<file path="src/rtl/mc14500b_trace_pkg.sv">
// Shared types for the MC14500B trace transmitter: FSM state encodings,
// the captured record layout and the default record sync byte.
package mc14500b_trace_pkg;

  typedef enum logic [1:0] {
    S_IDLE = 2'd0,
    S_SYNC = 2'd1,
    S_TRC  = 2'd2,
    S_OUT  = 2'd3
  } seq_state_e;

  typedef enum logic [1:0] {
    T_IDLE  = 2'd0,
    T_START = 2'd1,
    T_DATA  = 2'd2,
    T_STOP  = 2'd3
  } tx_state_e;

  typedef struct packed {
    logic [7:0] trace;
    logic [7:0] out;
  } trace_rec_t;

  localparam logic [7:0] SYNC_BYTE_DEFAULT = 8'hA5;

endpackage

</file>
<file path="src/rtl/uart_tx.sv">
// 8N1 byte transmitter with a valid/ready input. The stop bit ends with one
// T_IDLE cycle, so a byte accepted there follows with no idle gap on the line.
module uart_tx
  import mc14500b_trace_pkg::*;
#(
  parameter int CLKS_PER_BIT = 104
) (
  input  logic       CLK,
  input  logic       RST,
  input  logic [7:0] data,
  input  logic       valid,
  output logic       ready,
  output logic       TX
);

  localparam int CW = $clog2(CLKS_PER_BIT);
  localparam logic [CW-1:0] BIT_LAST  = CW'(CLKS_PER_BIT - 1);
  localparam logic [CW-1:0] STOP_LAST = CW'(CLKS_PER_BIT - 2);

  tx_state_e     state_q;
  logic [CW-1:0] cnt_q;
  logic [2:0]    bit_q;
  logic [7:0]    shift_q;
  logic          tx_q;

  // Bit sequencer; the line level is registered alongside the state.
  always_ff @(posedge CLK) begin
    if (RST) begin
      state_q <= T_IDLE;
      cnt_q   <= '0;
      bit_q   <= 3'd0;
      shift_q <= 8'h00;
      tx_q    <= 1'b1;
    end else begin
      case (state_q)
        T_IDLE: begin
          cnt_q <= '0;
          if (valid) begin
            state_q <= T_START;
            shift_q <= data;
            tx_q    <= 1'b0;
          end else begin
            tx_q <= 1'b1;
          end
        end
        T_START: begin
          if (cnt_q == BIT_LAST) begin
            cnt_q   <= '0;
            bit_q   <= 3'd0;
            state_q <= T_DATA;
            tx_q    <= shift_q[0];
          end else begin
            cnt_q <= cnt_q + CW'(1);
          end
        end
        T_DATA: begin
          if (cnt_q == BIT_LAST) begin
            cnt_q <= '0;
            if (bit_q == 3'd7) begin
              state_q <= T_STOP;
              tx_q    <= 1'b1;
            end else begin
              bit_q   <= bit_q + 3'd1;
              shift_q <= {1'b0, shift_q[7:1]};
              tx_q    <= shift_q[1];
            end
          end else begin
            cnt_q <= cnt_q + CW'(1);
          end
        end
        T_STOP: begin
          if (cnt_q == STOP_LAST) begin
            cnt_q   <= '0;
            state_q <= T_IDLE;
          end else begin
            cnt_q <= cnt_q + CW'(1);
          end
        end
        default: begin
          state_q <= T_IDLE;
          cnt_q   <= '0;
          tx_q    <= 1'b1;
        end
      endcase
    end
  end

  assign ready = (state_q == T_IDLE);
  assign TX    = tx_q;

endmodule

</file>
<file path="src/rtl/mc14500b_trace_uart.sv">
// Captures {TRACE, OUTPUT} on each falling edge of X2 into a FIFO and sends
// every record as SYNC_BYTE, TRACE, OUTPUT over a single UART line.
module mc14500b_trace_uart
  import mc14500b_trace_pkg::*;
#(
  parameter int         CLKS_PER_BIT = 104,
  parameter int         FIFO_DEPTH   = 16,
  parameter logic [7:0] SYNC_BYTE    = SYNC_BYTE_DEFAULT
) (
  input  logic       CLK,
  input  logic       RST,
  input  logic       X2,
  input  logic       ENABLE,
  input  logic [7:0] TRACE,
  input  logic [7:0] OUTPUT,
  output logic       TX,
  output logic       BUSY,
  output logic [7:0] DROPPED
);

  localparam int AW   = $clog2(FIFO_DEPTH);
  localparam int CNTW = AW + 1;
  localparam logic [CNTW-1:0] DEPTH_C = CNTW'(FIFO_DEPTH);

  logic            x2_q;
  trace_rec_t      mem_q [FIFO_DEPTH];
  logic [AW-1:0]   wr_ptr_q, rd_ptr_q;
  logic [CNTW-1:0] count_q, count_d;
  logic [7:0]      dropped_q;
  seq_state_e      seq_q;
  trace_rec_t      hold_q;

  logic       capture_s, nonempty_s, full_s, pop_s, push_s, drop_s;
  logic       tx_ready_s, tx_valid_s;
  logic [7:0] tx_data_s;

  // A pop is also the hand-off of the sync byte, so it only happens when the
  // transmitter is free and the sequencer is between records.
  always_comb begin
    capture_s  = x2_q & ~X2 & ENABLE;
    nonempty_s = (count_q != '0);
    full_s     = (count_q == DEPTH_C);
    pop_s      = tx_ready_s & nonempty_s & ((seq_q == S_IDLE) | (seq_q == S_OUT));
    push_s     = capture_s & (~full_s | pop_s);
    drop_s     = capture_s & full_s & ~pop_s;
    count_d    = count_q + CNTW'(push_s) - CNTW'(pop_s);
  end

  // Byte offered to the transmitter for the current sequencer state.
  always_comb begin
    tx_valid_s = 1'b0;
    tx_data_s  = SYNC_BYTE;
    case (seq_q)
      S_IDLE: tx_valid_s = nonempty_s;
      S_SYNC: begin
        tx_valid_s = 1'b1;
        tx_data_s  = hold_q.trace;
      end
      S_TRC: begin
        tx_valid_s = 1'b1;
        tx_data_s  = hold_q.out;
      end
      S_OUT:   tx_valid_s = nonempty_s;
      default: tx_valid_s = 1'b0;
    endcase
  end

  // Strobe history, FIFO pointers/occupancy and the saturating drop counter.
  always_ff @(posedge CLK) begin
    x2_q <= X2;
    if (RST) begin
      wr_ptr_q  <= '0;
      rd_ptr_q  <= '0;
      count_q   <= '0;
      dropped_q <= 8'h00;
    end else begin
      if (push_s) wr_ptr_q <= wr_ptr_q + AW'(1);
      if (pop_s)  rd_ptr_q <= rd_ptr_q + AW'(1);
      count_q <= count_d;
      if (drop_s && (dropped_q != 8'hFF)) dropped_q <= dropped_q + 8'h01;
    end
  end

  // Record storage; contents are don't-care until the pointers cover them.
  always_ff @(posedge CLK) begin
    if (push_s) mem_q[wr_ptr_q] <= '{trace: TRACE, out: OUTPUT};
  end

  // Record sequencer: each state names the byte currently on the line.
  always_ff @(posedge CLK) begin
    if (RST) begin
      seq_q  <= S_IDLE;
      hold_q <= '0;
    end else begin
      case (seq_q)
        S_IDLE: begin
          if (pop_s) begin
            hold_q <= mem_q[rd_ptr_q];
            seq_q  <= S_SYNC;
          end
        end
        S_SYNC: if (tx_ready_s) seq_q <= S_TRC;
        S_TRC:  if (tx_ready_s) seq_q <= S_OUT;
        S_OUT: begin
          if (pop_s) begin
            hold_q <= mem_q[rd_ptr_q];
            seq_q  <= S_SYNC;
          end else if (tx_ready_s) begin
            seq_q <= S_IDLE;
          end
        end
        default: seq_q <= S_IDLE;
      endcase
    end
  end

  uart_tx #(
    .CLKS_PER_BIT(CLKS_PER_BIT)
  ) u_uart_tx (
    .CLK  (CLK),
    .RST  (RST),
    .data (tx_data_s),
    .valid(tx_valid_s),
    .ready(tx_ready_s),
    .TX   (TX)
  );

  assign BUSY    = (seq_q != S_IDLE) | nonempty_s;
  assign DROPPED = dropped_q;

endmodule

</file>
<file path="config.mk">
export PLATFORM = sky130hd
export DESIGN_NAME = mc14500b_trace_uart
export DESIGN_NICKNAME = d
export VERILOG_FILES = /design/src/rtl/mc14500b_trace_pkg.sv /design/src/rtl/uart_tx.sv /design/src/rtl/mc14500b_trace_uart.sv
export SDC_FILE = /design/constraint.sdc
export NUM_CORES = 1
export LEC_CHECK = 0
export BUFFER_PORTS_ARGS = -buffer_cell sky130_fd_sc_hd__buf_2
export CAP_MARGIN = 20
export CELL_PAD_IN_SITES_DETAIL_PLACEMENT = 0
export CELL_PAD_IN_SITES_GLOBAL_PLACEMENT = 2
export CORE_ASPECT_RATIO = 0.75
export CORE_MARGIN = 2
export CORE_UTILIZATION = 25
export CTS_CLUSTER_DIAMETER = 50
export DETAILED_ROUTE_END_ITERATION = 8
export PLACE_DENSITY_LB_ADDON = 0.05
export SLEW_MARGIN = 20
export SYNTH_ARGS = -nofsm -noshare
export SYNTH_HDL_FRONTEND = slang
export SYNTH_SLANG_ARGS = --single-unit
</file>
<file path="constraint.sdc">
create_clock -name CLK -period 5 [get_ports CLK]
set_input_delay 0.25 -clock CLK [delete_from_list [all_inputs] [get_ports CLK]]
set_output_delay 0.25 -clock CLK [all_outputs]
set_load 0.05 [all_outputs]
</file>
==> results by group <==
Power and ir drop
  • Max IR drop VDD: 0.216 mV
  • Pwr per Cell Area: 519 nW/um^2
  • Leak: 4.85 nW

Synthesis
  • FFs w/ async S/R, synth: 0%
  • Synth cell types: 65
  • Area contributors post-synth: edfxtp_1 60%, mux4_2 11%, dfxtp_1 9.5%
  • Main synth FF type: edfxtp_1
  • Number of enable flip-flop cells after synthesis: 256
  • Top cells by count, synth: 256 x edfxtp_1, 64 x mux4_2, 61 x dfxtp_1
  • Cell with the most instances after synthesis: edfxtp_1
  • Biggest area consumer among synthesized cells: edfxtp_1
  • Syn Inst Count: between 700 and 800
  • Area share of the largest cell type after synthesis: 59.7%
  • Synth warn: 0
  • Register area share after synthesis: 69.2%
  • Syn Area/Cell: 17.2 sq um
  • Synthesized area: 12900 sq um
  • Syn Nets: 794
  • Synth Register Bits: 317

STA
  • Final Hold Viols: 0
  • RSZ-0062 raised after global routing: no
  • Slew margin rel.: around 34%
  • Final setup viols: 0
  • Fmax: 0.274 GHz
  • Slew Limit Fails: 0
  • Fin crit share: between 70% and 80%
  • Slew @ Worst Pin: 986 ps
  • Worst Skew: roughly 18 ps
  • Setup ws final: 1350 ps
  • Setup TNS: 0 ps
  • Min cycle time layout: 3650 ps

Place
  • Post-detail-place hpwl: 22400 um
  • Place WS: 1360 ps
  • PortBufs: 29
  • GPL Wtd Cong: 0.703
  • Dpl cells: about 1400

CTS
  • Worst skew pair latency: 570 ps
  • Post-CTS setup repair buffer count: 0
  • CTS tree: built
  • Cts bufs inserted: 43
  • Post-cts gate resize count: 0
  • Max Root-Sink Buffers: 3
  • Clock-pin slew on the worst setup and hold paths: around 60 ps
  • Root Driver: clkbuf_16
  • Clock sinks: 317
  • CTS HTree Levels: 2

Routing
  • Vias post-DR: slightly below 7000
  • DR WL/cell: 23.5 um
  • Post-DRT Antenna Nets: 0
  • Vias/cell: ~4.6
  • Initial DRC count: 468
  • # DRC: 0
  • DRT Pass-1 Iters: 6
  • WL final: 35200 um

GRT
  • First-pass GRT wire length: approximately 52000 um
  • Largest net degree at the start of global routing: 36
  • Vias in the first global route: 7341
  • GRT Util Overall: 13.4%
  • GRT Residual Overflow: 0
  • Initial antenna violation count: 0

Setup path
  • Arrival time worst endpoint: 4070 ps
  • Worst-path fanout max: 9
  • Crit-path cells: inv_1, ha_1, nand2b_1, a31oi_1, inv_1, ha_1, inv_1, ha_1, inv_1, fa_1, nor2b_1, o21bai_1, a21oi_1, nor3b_1
  • WS Path Type: reg -> reg
  • CP max stage cell: a31oi_1
  • Worst Path Required: 5420 ps
  • Kind of end point of the critical path: flop
  • Critical path's most frequent cell: inv_1
  • Critical Path Source Type: flop
  • Largest stage delay, worst path: between 700 and 800 ps

Floorplan
  • Io pins: 30
  • Core area: 50500 sq um
  • Die H: between 200 and 250 um
  • Initial Util: 25.5%
  • Die width: between 200 and 300 um
  • Row Count: between 70 and 80
  • Die footprint: 53300 sq um

Cells and area
  • N_diodes: 0
  • Synth-to-Final Area Change: 19.2%
  • Share of cells above drive strength 1: 26.9%
  • Nets: 852
  • Final Core Density: between 30% and 40%
  • Final cell count without fillers: 1498

Hold path
  • Hold WC Path Type: in -> reg

Run status
  • Status: complete, no violations

Job
  • Max cap viols: 0
[worst paths after layout]
path	from	end	slack, ps	cells after the start
hold / removal	OUTPUT[7]	mem_q[5][7]	80	1
hold reg to reg	u_uart_tx.cnt_q[0]	u_uart_tx.cnt_q[0]	460	1
setup reg to reg	seq_q[0]	count_q[4]	1350	14
setup / recovery	seq_q[0]	count_q[4]	1350	14
[what timing repair did]
item	CTS	global route
hold buffers	1	0
endpoints found under the setup margin	0	0
hold endpoints to repair	1	0
[area by class of cell]
class                   instances  area (sq um)
inverters                      23          86.3
clock inverters                32           334
flip-flops and latches        317          8920
fillers                      4889         35200
multi-input cells             368          3730
clock buffers                  48          1130
well taps                     657           822
repair buffers                 53           328
[per-layer routing]
metal / wire, um / GRT usage, %
met2: 15700 / 20.4
met3: 1150 / 2.55
met1: 17500 / 19.2
met5: 0 / 0
met4: 798 / 4.27
[critical path, delay by kind of cell, from the launching register on]
kind / cells / cell delay, ps
compound gates: 3 / 1000
fa+ha+maj: 4 / 1290
buf+inv: 4 / 380
flops: 1 / 370
simple gates: 3 / 480
[layout by cell type (no fill, tap or decap), types with 6 or more instances in the layout]
cell type    n
nor3_1       7
dfxtp_1     58
clkbuf_16   44
a21oi_1     22
nor2_1      25
mux4_2      64
a22oi_1      8
nand2_1     20
edfxtp_1   256
buf_4       23
ha_1        25
clkinv_1     7
inv_6        6
xor2_1       6
buf_2       29
inv_1       22
o21ai_0     14
nand3_1     29
mux2i_1     35
o221ai_2    10
o221ai_1     7
nor2_2      12
[kinds of logic (layout without fill, tap and decap cells)]
logic type	Yosys count	count (layout)	share of synthesized area (%)
compound gates	95	95	5.77
fa+ha+maj	26	26	2.59
flops	317	317	69.2
xor+xnor	11	11	0.748
buf+inv	63	156	2.20
mux	100	100	14.0
simple gates	136	136	5.50
[state kept, by name (all words and copies together) (netlist names)]
register	flops
mem_q	256
hold_q	16
DROPPED	8
u_uart_tx.shift_q	8
u_uart_tx.cnt_q	7
count_q	5
rd_ptr_q	4
wr_ptr_q	4
u_uart_tx.bit_q	3
seq_q	2
u_uart_tx.state_q	2
u_uart_tx.TX	1
x2_q	1
[per-stage QoR]
step	hold slack [ps]	instance area [sq um]	total power [mW]
after floorplan	278	12900	4.44
after global placement	365	13900	4.96
after detailed placement	373	13900	4.94
after CTS	48.0	15300	8.13
after global routing	64.6	15300	8.40
final	80.9	15300	7.97
[report_power, final]
group,switching [mW],internal (mW)
clock network,1.25,1.87
logic,0.932,0.689
registers,0.225,3.00
Power figures use the tool's default switching activity.
